File: src/rtl/conv_enc_pkg.sv
`default_nettype none
// ============================================================================
//  Module      : conv_enc_pkg
//  Description : Shared constants and types for the punctured K=7
//                convolutional encoder: generator polynomials, rate
//                encodings, per-rate/per-phase puncture keep masks and the
//                pending coded-bit buffer layout.
//  Revision    : 1.0 - initial release
// ============================================================================
package conv_enc_pkg;

    // Generator polynomials, MSB applies to the incoming bit, LSB to the
    // oldest stored bit.
    localparam logic [6:0] G0 = 7'o133;
    localparam logic [6:0] G1 = 7'o171;

    // Rate encodings as seen on rate_sel (3 folds onto 1/2).
    localparam logic [1:0] RATE_1_2 = 2'd0;
    localparam logic [1:0] RATE_2_3 = 2'd1;
    localparam logic [1:0] RATE_3_4 = 2'd2;

    localparam int NUM_RATES  = 3;
    localparam int NUM_PHASES = 3;

    // Keep masks {keep_a, keep_b} indexed [rate][phase]. Phases a rate never
    // reaches are filled with "keep both" so no entry is ever empty.
    localparam logic [1:0] KEEP_MASK [NUM_RATES][NUM_PHASES] = '{
        '{2'b11, 2'b11, 2'b11},   // 1/2
        '{2'b11, 2'b10, 2'b11},   // 2/3
        '{2'b11, 2'b10, 2'b01}    // 3/4
    };

    // Highest phase value before wrapping back to 0, per rate.
    localparam logic [1:0] PHASE_LAST [NUM_RATES] = '{2'd0, 2'd1, 2'd2};

    // Pending output buffer: bits[0] is the head, count is 0..2.
    typedef struct packed {
        logic [1:0] bits;
        logic [1:0] count;
        logic       last;
    } pend_buf_t;

    // The reserved encoding behaves as rate 1/2.
    function automatic logic [1:0] norm_rate(input logic [1:0] sel);
        return (sel == 2'd3) ? RATE_1_2 : sel;
    endfunction

    // Number of coded bits a keep mask produces (1 or 2).
    function automatic logic [1:0] kept_count(input logic [1:0] mask);
        return {1'b0, mask[1]} + {1'b0, mask[0]};
    endfunction

endpackage
`default_nettype wire

File: src/rtl/conv_enc_core.sv
`default_nettype none
// ============================================================================
//  Module      : conv_enc_core
//  Description : 6-bit encoder shift register and the two parity outputs
//                (A from G0, B from G1) for the current input bit.
//  Ports       : clock, reset     - clock / synchronous active-high reset
//                i_advance        - shift i_data_bit into the register
//                i_clear          - zero the register (wins over i_advance)
//                i_data_bit       - bit currently offered
//                o_parity_a/b     - coded bits for i_data_bit
//  Revision    : 1.0 - initial release
// ============================================================================
module conv_enc_core
    import conv_enc_pkg::*;
(
    input  logic clock,
    input  logic reset,
    input  logic i_advance,
    input  logic i_clear,
    input  logic i_data_bit,
    output logic o_parity_a,
    output logic o_parity_b
);

    // r_state[0] is the most recent previously accepted bit.
    logic [5:0] r_state;
    logic [6:0] w_taps;

    always_ff @(posedge clock) begin
        if (reset || i_clear) begin
            r_state <= '0;
        end else if (i_advance) begin
            r_state <= {r_state[4:0], i_data_bit};
        end
    end

    // Arrange the window newest-first so it lines up with the octal
    // generator bit order.
    assign w_taps = {i_data_bit, r_state[0], r_state[1], r_state[2],
                     r_state[3], r_state[4], r_state[5]};

    assign o_parity_a = ^(w_taps & G0);
    assign o_parity_b = ^(w_taps & G1);

endmodule
`default_nettype wire

File: src/rtl/punctured_conv_encoder.sv
`default_nettype none
// ============================================================================
//  Module      : punctured_conv_encoder
//  Description : 802.11a/g K=7 (133/171) convolutional encoder with
//                on-the-fly puncturing to rates 1/2, 2/3 and 3/4. One data
//                bit in per handshake, serial coded bits out, valid/ready on
//                both sides.
//  Ports       : clock, reset          - clock / synchronous active-high reset
//                rate_sel[1:0]         - 0=1/2 1=2/3 2=3/4 3=1/2, taken at
//                                        the first bit of each packet
//                in_valid/in_ready     - input handshake
//                in_bit, in_last       - data bit, final bit of packet
//                out_valid/out_ready   - output handshake
//                out_bit, out_last     - coded bit, final coded bit
//  Revision    : 1.0 - initial release
// ============================================================================
module punctured_conv_encoder
    import conv_enc_pkg::*;
(
    input  logic       clock,
    input  logic       reset,
    input  logic [1:0] rate_sel,
    input  logic       in_valid,
    output logic       in_ready,
    input  logic       in_bit,
    input  logic       in_last,
    output logic       out_valid,
    input  logic       out_ready,
    output logic       out_bit,
    output logic       out_last
);

    logic [1:0] r_rate_q;
    logic [1:0] r_phase;
    logic       r_pkt_active;
    pend_buf_t  r_buf;

    logic       w_accept;
    logic       w_pop;
    logic       w_parity_a;
    logic       w_parity_b;
    logic [1:0] w_rate;
    logic [1:0] w_keep;
    logic [1:0] w_phase_next;
    pend_buf_t  w_buf_next;

    // ------------------------------------------------------------------
    // Handshakes. in_ready looks at out_ready combinationally so a
    // single-bit buffer can be drained and refilled in the same cycle,
    // which is what sustains a continuous out_valid.
    // ------------------------------------------------------------------
    assign in_ready  = !reset && ((r_buf.count == 2'd0) ||
                                  ((r_buf.count == 2'd1) && out_ready));
    assign out_valid = (r_buf.count != 2'd0);
    assign out_bit   = r_buf.bits[0];
    assign out_last  = out_valid && r_buf.last && (r_buf.count == 2'd1);

    assign w_accept  = in_valid && in_ready;
    assign w_pop     = out_valid && out_ready;

    // The first bit of a packet uses rate_sel directly; later bits use the
    // latched copy so mid-packet changes have no effect.
    assign w_rate = r_pkt_active ? r_rate_q : norm_rate(rate_sel);
    assign w_keep = KEEP_MASK[w_rate][r_phase];

    conv_enc_core u_core (
        .clock      (clock),
        .reset      (reset),
        .i_advance  (w_accept),
        .i_clear    (w_accept && in_last),
        .i_data_bit (in_bit),
        .o_parity_a (w_parity_a),
        .o_parity_b (w_parity_b)
    );

    // ------------------------------------------------------------------
    // Puncture phase: wraps at the rate's period, restarts each packet.
    // ------------------------------------------------------------------
    always_comb begin
        w_phase_next = r_phase + 2'd1;
        if (in_last || (r_phase >= PHASE_LAST[w_rate])) begin
            w_phase_next = 2'd0;
        end
    end

    // ------------------------------------------------------------------
    // Pending buffer. A load only happens when the buffer is empty or its
    // single remaining bit is leaving this cycle, so a load fully replaces
    // the contents.
    // ------------------------------------------------------------------
    always_comb begin
        w_buf_next = r_buf;
        if (w_accept) begin
            w_buf_next.count = kept_count(w_keep);
            w_buf_next.last  = in_last;
            case (w_keep)
                2'b11:   w_buf_next.bits = {w_parity_b, w_parity_a};
                2'b10:   w_buf_next.bits = {1'b0, w_parity_a};
                default: w_buf_next.bits = {1'b0, w_parity_b};
            endcase
        end else if (w_pop) begin
            w_buf_next.bits  = {1'b0, r_buf.bits[1]};
            w_buf_next.count = r_buf.count - 2'd1;
            if (r_buf.count == 2'd1) begin
                w_buf_next.last = 1'b0;
            end
        end
    end

    always_ff @(posedge clock) begin
        if (reset) begin
            r_rate_q     <= RATE_1_2;
            r_phase      <= 2'd0;
            r_pkt_active <= 1'b0;
            r_buf        <= '0;
        end else begin
            r_buf <= w_buf_next;
            if (!r_pkt_active) begin
                r_rate_q <= norm_rate(rate_sel);
            end
            if (w_accept) begin
                r_phase      <= w_phase_next;
                r_pkt_active <= !in_last;
            end
        end
    end

endmodule
`default_nettype wire
File: config.mk
export PLATFORM = sky130hd
export DESIGN_NAME = punctured_conv_encoder
export DESIGN_NICKNAME = d
export VERILOG_FILES = /design/src/rtl/conv_enc_pkg.sv /design/src/rtl/conv_enc_core.sv /design/src/rtl/punctured_conv_encoder.sv
export SDC_FILE = /design/constraint.sdc
export NUM_CORES = 1
export LEC_CHECK = 0
export ABC_CLOCK_PERIOD_IN_PS = 2700
export CELL_PAD_IN_SITES_DETAIL_PLACEMENT = 0
export CELL_PAD_IN_SITES_GLOBAL_PLACEMENT = 2
export CORE_ASPECT_RATIO = 1.4
export CORE_MARGIN = 3
export CORE_UTILIZATION = 34
export DETAILED_ROUTE_END_ITERATION = 16
export PLACE_DENSITY_LB_ADDON = 0.1
export SETUP_SLACK_MARGIN = 0.02
export SYNTH_ARGS = -nofsm -noshare
export SYNTH_HDL_FRONTEND = slang
export SYNTH_SLANG_ARGS = --single-unit
File: constraint.sdc
create_clock -name clock -period 2.7 [get_ports clock]
set_input_delay 0.405 -clock clock [delete_from_list [all_inputs] [get_ports clock]]
set_output_delay 0.405 -clock clock [all_outputs]
set_load 0.005 [all_outputs]
Word level (Yosys, flattened, before mapping) --
Cells that the tools add are included.
Storage, ports and cells: register bits 16, input port bits 8, output and inout bits 4, logic and storage cells 54
Cells by class: add/sub/neg operators 3, $lt $le $gt $ge 3, eq/ne operators 4, mux-type cells 16, bitwise operators 2, reduce and logical (&&, ||, !) cells 19
Operators by type and width (count):
- 2-bit two-way mux | 7
- 7-bit parity | 2
- 6-bit binary-select mux with 2-bit select | 1
- 6-bit two-way mux | 2
- 5-bit two-way mux | 2
- 2-bit binary-select mux with 2-bit select | 2
- 1-bit logical AND | 7
- 2-bit equality test (second input constant) | 3
- 3-bit >= comparator (second input constant) | 2
- 2-bit NOT with 3-bit output | 2
- 2-bit nonzero test | 3
- 2-bit one-hot mux with 2 select lines | 1
- 1-bit logical OR | 3
- 1-bit by 1-bit adder with 2-bit output | 1
- 2-bit by 1-bit adder with 2-bit output (second input constant) | 1
- 2-bit by 1-bit equality test with 1-bit output (second input constant) | 1
- 2-bit >= comparator | 1
- 1-bit logical NOT | 2
- 2-bit logical NOT | 1
- 2-bit AND reduction | 1
- 2-bit by 1-bit subtractor with 2-bit output (second input constant) | 1
- 1-bit two-way mux | 1

Logic depth before layout (Yosys ltp) --
word-level depth 13, depth in mapped cells 8, gate-level depth less buffers 8

Hierarchy --
From an unflattened synthesis, not the netlist that was laid out.
Unflattened totals: cell total of the unflattened synthesis 98, area, all modules 909.6 um^2
By module, submodules not included:
- punctured_conv_encoder | times used 1, cells an instance 73, area each 619.3 um^2, sequential area each 200.2 um^2
- conv_enc_core | times used 1, cells an instance 25, area each 290.3 um^2, sequential area each 120.1 um^2

Worst setup path after synthesis --
Ideal clock, no wire load.
path kind input to register, from input port rate_sel[1], to register r_buf, in the netlist out_bit, library setup time 0.074 ns, arrival time 1.809 ns, required time 2.626 ns, slack 0.817 ns, cell stages on the path 7, buffers on the path 0, path through nor2_1 > a22oi_1 > nand2_1 > o22a_1 > ha_1 > or4_1 > a31oi_1
Between the ends: cells in the longest elaborated chain, start to end 13, elaborated cells between the ends (all ways) 14, those cells by class eq/ne (3); mux (10); bitwise (1)
RTL lines:
- start, declared | line punctured_conv_encoder.sv:22 | input logic [1:0] rate_sel,
- 2-bit equality test | line conv_enc_pkg.sv:45 | return (sel == 2'd3) ? RATE_1_2 : sel;
- 2-bit two-way mux (*) | line conv_enc_pkg.sv:45
- 2-bit two-way mux (*)
- 2-bit NOT with 3-bit output (implied by the code) (*) | line punctured_conv_encoder.sv:64 | assign w_keep = KEEP_MASK[w_rate][r_phase];
- 6-bit binary-select mux with 2-bit select (*) | line punctured_conv_encoder.sv:64
- 6-bit two-way mux (implied by the code) (*) (2 in a row) | line punctured_conv_encoder.sv:64
- 2-bit binary-select mux with 2-bit select (*) | line punctured_conv_encoder.sv:64
- 2-bit two-way mux (implied by the code) (*) (2 in a row) | line punctured_conv_encoder.sv:64
- 2-bit equality test | line punctured_conv_encoder.sv:96 | case (w_keep)
- 2-bit one-hot mux with 2 select lines (*) | line punctured_conv_encoder.sv:96
- 5-bit two-way mux (*) | line punctured_conv_encoder.sv:93 | if (w_accept) begin
- end signal, assigned | line punctured_conv_encoder.sv:117 | r_buf <= w_buf_next;
- end, declared | line punctured_conv_encoder.sv:36 | pend_buf_t r_buf;
Mark *: on every way between the ends. The rest lies on a longest branch, timed or not. The select of a mux whose other input is x is not followed. A chain may end at the register's enable or synchronous reset.

Worst setup path in the final report --
Ends and elaborated chain as after synthesis.

==> summary.md <==
| Metric | Value |
|---|---|
| Finish-stage setup viols | 0 |
| Vias in the first global route | 782 |
| Synthesized area | 927.1 sq um |
| WP buf/inv | 1 |
| Share of cells above drive strength 1 | 9.016% |
| Post-synthesis instance total | 109 |
| Sw power | 0.1612 mW |
| GR Overflow Total | 0 |
| Sink Count | 16 |
| Area occupied by multi-input gates | 576.8 sq um |
| CP Cell Sequence | clkdlybuf4s50_1 > nor2_1 > a22oi_1 > nand2_1 > o22a_1 > ha_1 > or4_1 > a31oi_1 |
| Final Cycle Share | 81.07% |
| Met1 usage | 15.01% |
| DP Worst Slack | 0.1834 ns |
| Post-synth top area cell | dfxtp_1 |
| Hold slack | 0.4595 ns |
| WL/cell | 12.14 um |
| Die Area | 3398 sq um |
| Status | completed |
| Max-slew violations | 0 |
| Antenna-violating nets left | 0 |
| Fin nets | 138 |
| Worst-margin pin slew | 0.4766 ns |
| Worst Hold Class | flip-flop to flip-flop |
| Final min period | 2.189 ns |
| Top cell type's share of synthesized area | 34.55% |
| Setup TNS | 0 ns |
| CP max FO | 4 |
| Routed via count | 790 |
| Core ar. | 2496 sq um |
| Clk pwr share | 28.2% |
| Clock Tree Buf Depth | 2 |
| Crit Path Class | input pin to flip-flop |
| First-pass iteration count of the detailed router | 4 |
| MaxCap Viol Count | 0 |
| Syn_nets | 124 |
| Max H-tree Level | 1 |
| Worst setup margin | 0.5112 ns |
| Largest net degree at the start of global routing | 16 |
| Sequential share of the synthesized area | 34.55% |
| Initial DRC Count | 13 |
| Flops & latches, synth | 16 |
| CP max stage delay | 0.49 ns |
| Hold Vio Cnt, Final | 0 |
| Sequential Power Share | 45.9% |
| First-pass GRT wire length | 3374 um |
| Initial Util | 37.14% |
| Final Skew | 0.007986 ns |
| GP Congestion | 0.7319 |
| Clk slew on worst S/H paths | 0.10 ns |
| Syn avg cell area | 8.506 sq um |
| Peak supply drop | 0.2216 mV |
| Worst Path Arrival | 2.40 ns |
| CP top delay family | compound AO/OA/AOI/OAI gates |
| FP Rows | 21 |
| Final non-filler cell total | 156 |
| Final instance area | 1116 sq um |
| Synth Warn # | 0 |
| Placed Cells | 152 |
| Slowest CP cell | or4_1 |
| Die Width | 50.14 um |
| Most frequent cells in the layout | nand2_1, dfxtp_1, clkdlybuf4s50_1 |
| Busiest grt layer | met2 |
| RSZ-0062 raised after global routing | false |
| Die height | 67.79 um |
| Worst setup EP type | flip-flop |
| CTS hold repair buffers | 0 |
| Pleak | 0.4397 nW |
| Netlist cell types | 32 |
| Switching share of power | 28.41% |
| Port bufs | 11 |
| Vias per inst | 5.064 |
| Pwr Density | 508.4 nW/um^2 |
| Fmax | 0.4569 GHz |
| Wirelength, routed | 1894 um |
| Fill count | 278 |
| CTS resizes | 0 |
| Number of buffers created by CTS | 3 |
| # Post-CTS Setup Buffers | 0 |
| ANT cells | 0 |
| Startpoint Class | input pin |
| Clock root buffer | clkbuf_4 |
| Pint | 0.4062 mW |
| Synth top area cells | dfxtp_1, ha_1, nand2_1 |
| Combinational share of power | 25.9% |
| Initial antenna violation count | 0 |
| Clk Latency, worst-skew pair | 0.29 ns |
| Post-DP HPWL | 1438 um |
| I/O Pins | 12 |
| Placed inst area | 1080 sq um |
| Worst Path Required | 2.91 ns |
| Synth-to-layout area growth | 20.38% |
| Met2 usage | 23.04% |
| Sequential cell area | 320.3 sq um |
| Met3 Usage GRT | 2.428% |
| Tot GR Track Use | 13.19% |
| DRC | 0 |
| Slew HR | 68.23% |
| CTS tree | yes |
## per-stage QoR
| step | utilization, % | total power [mW] |
|---|---|---|
| CTS | 44.71 | 0.5765 |
| global route | 44.71 | 0.6054 |
| finish | 44.71 | 0.5674 |
| detailed placement | 43.26 | 0.4146 |
| global placement | 43.26 | 0.4118 |
| floorplan | - | 0.3588 |
## worst paths after layout
check	from	to	slack, ns	cells past startpoint
setup / recovery	rate_sel[1]	out_bit	0.51	8
hold / removal	u_core.r_state[3]	u_core.r_state[3]	0.46	2
setup reg to reg	r_pkt_active	r_phase[1]	0.65	8
hold reg to reg	u_core.r_state[3]	u_core.r_state[3]	0.46	2
## Yosys cell counts
cell type	instances
xnor2_1	2
xnor2_2	1
nand3_1	5
nor2b_1	3
nor2_1	7
a21oi_1	10
or2_2	1
a22oi_1	1
or4_1	1
and3_1	3
clkbuf_1	4
nand3b_1	6
xnor3_1	1
a31oi_1	2
or3_1	1
o211ai_1	1
o22ai_1	1
inv_1	4
mux2_2	1
nand2b_1	3
o21ba_2	1
dfxtp_1	16
nand2_1	16
a21o_1	1
o21ai_0	2
and2_1	1
xnor3_2	1
ha_1	7
nand4b_1	1
a211oi_1	3
o21a_1	1
o22a_1	1
## registers in the layout, summed over array words and instances (netlist names)
signal	flops
r_pkt_active	1
r_rate_q	2
r_buf	4
u_core.r_state	6
r_phase	2
out_bit	1
## cell families (layout without fill, tap and decap cells)
family                     Yosys count  after routing  share of synthesized area, %
AOI/OAI and AO/OA                   24             24                         16.20
xor gates and xnor gates             5              5                         8.637
adders and majority gates            7              7                         9.446
buffers and inverters                8             21                         3.238
DFF                                 16             16                         34.55
muxes                                1              1                         1.214
and+or+nand+nor                     48             48                         26.72
## per-layer routing
layer  up-vias  part of all wire (%)
met2        16                    47
li1        406                     -
met3         4                   3.7
met4         0                   1.6
met5         -                     0
met1       364                    48
## power by group through the flow
stage               Clock (mW)  Sequential [mW]  Combinational [mW]
finish                   0.160            0.260               0.147
global route             0.176            0.263               0.167
CTS                      0.167            0.260               0.149
detailed placement           0            0.266               0.149
global placement             0            0.265               0.146
floorplan                    0            0.264              0.0951
## tightest hold or removal path, delay by kind of cell, from the launching register on
| kind | cells | cell delay, ns |
|---|---|---|
| DFF | 1 | 0.32 |
| and+or+nand+nor | 1 | 0.05 |
| AOI/OAI and AO/OA | 1 | 0.05 |
## cell type report
cell class              count  share of cell area [%]
well taps                  34                   3.812
inverters                   4                   1.345
repair buffers             13                   11.21
flip-flops and latches     16                   28.70
multi-input cells          85                   51.68
clock buffers               4                   3.251
Power figures use the tool's default switching activity.
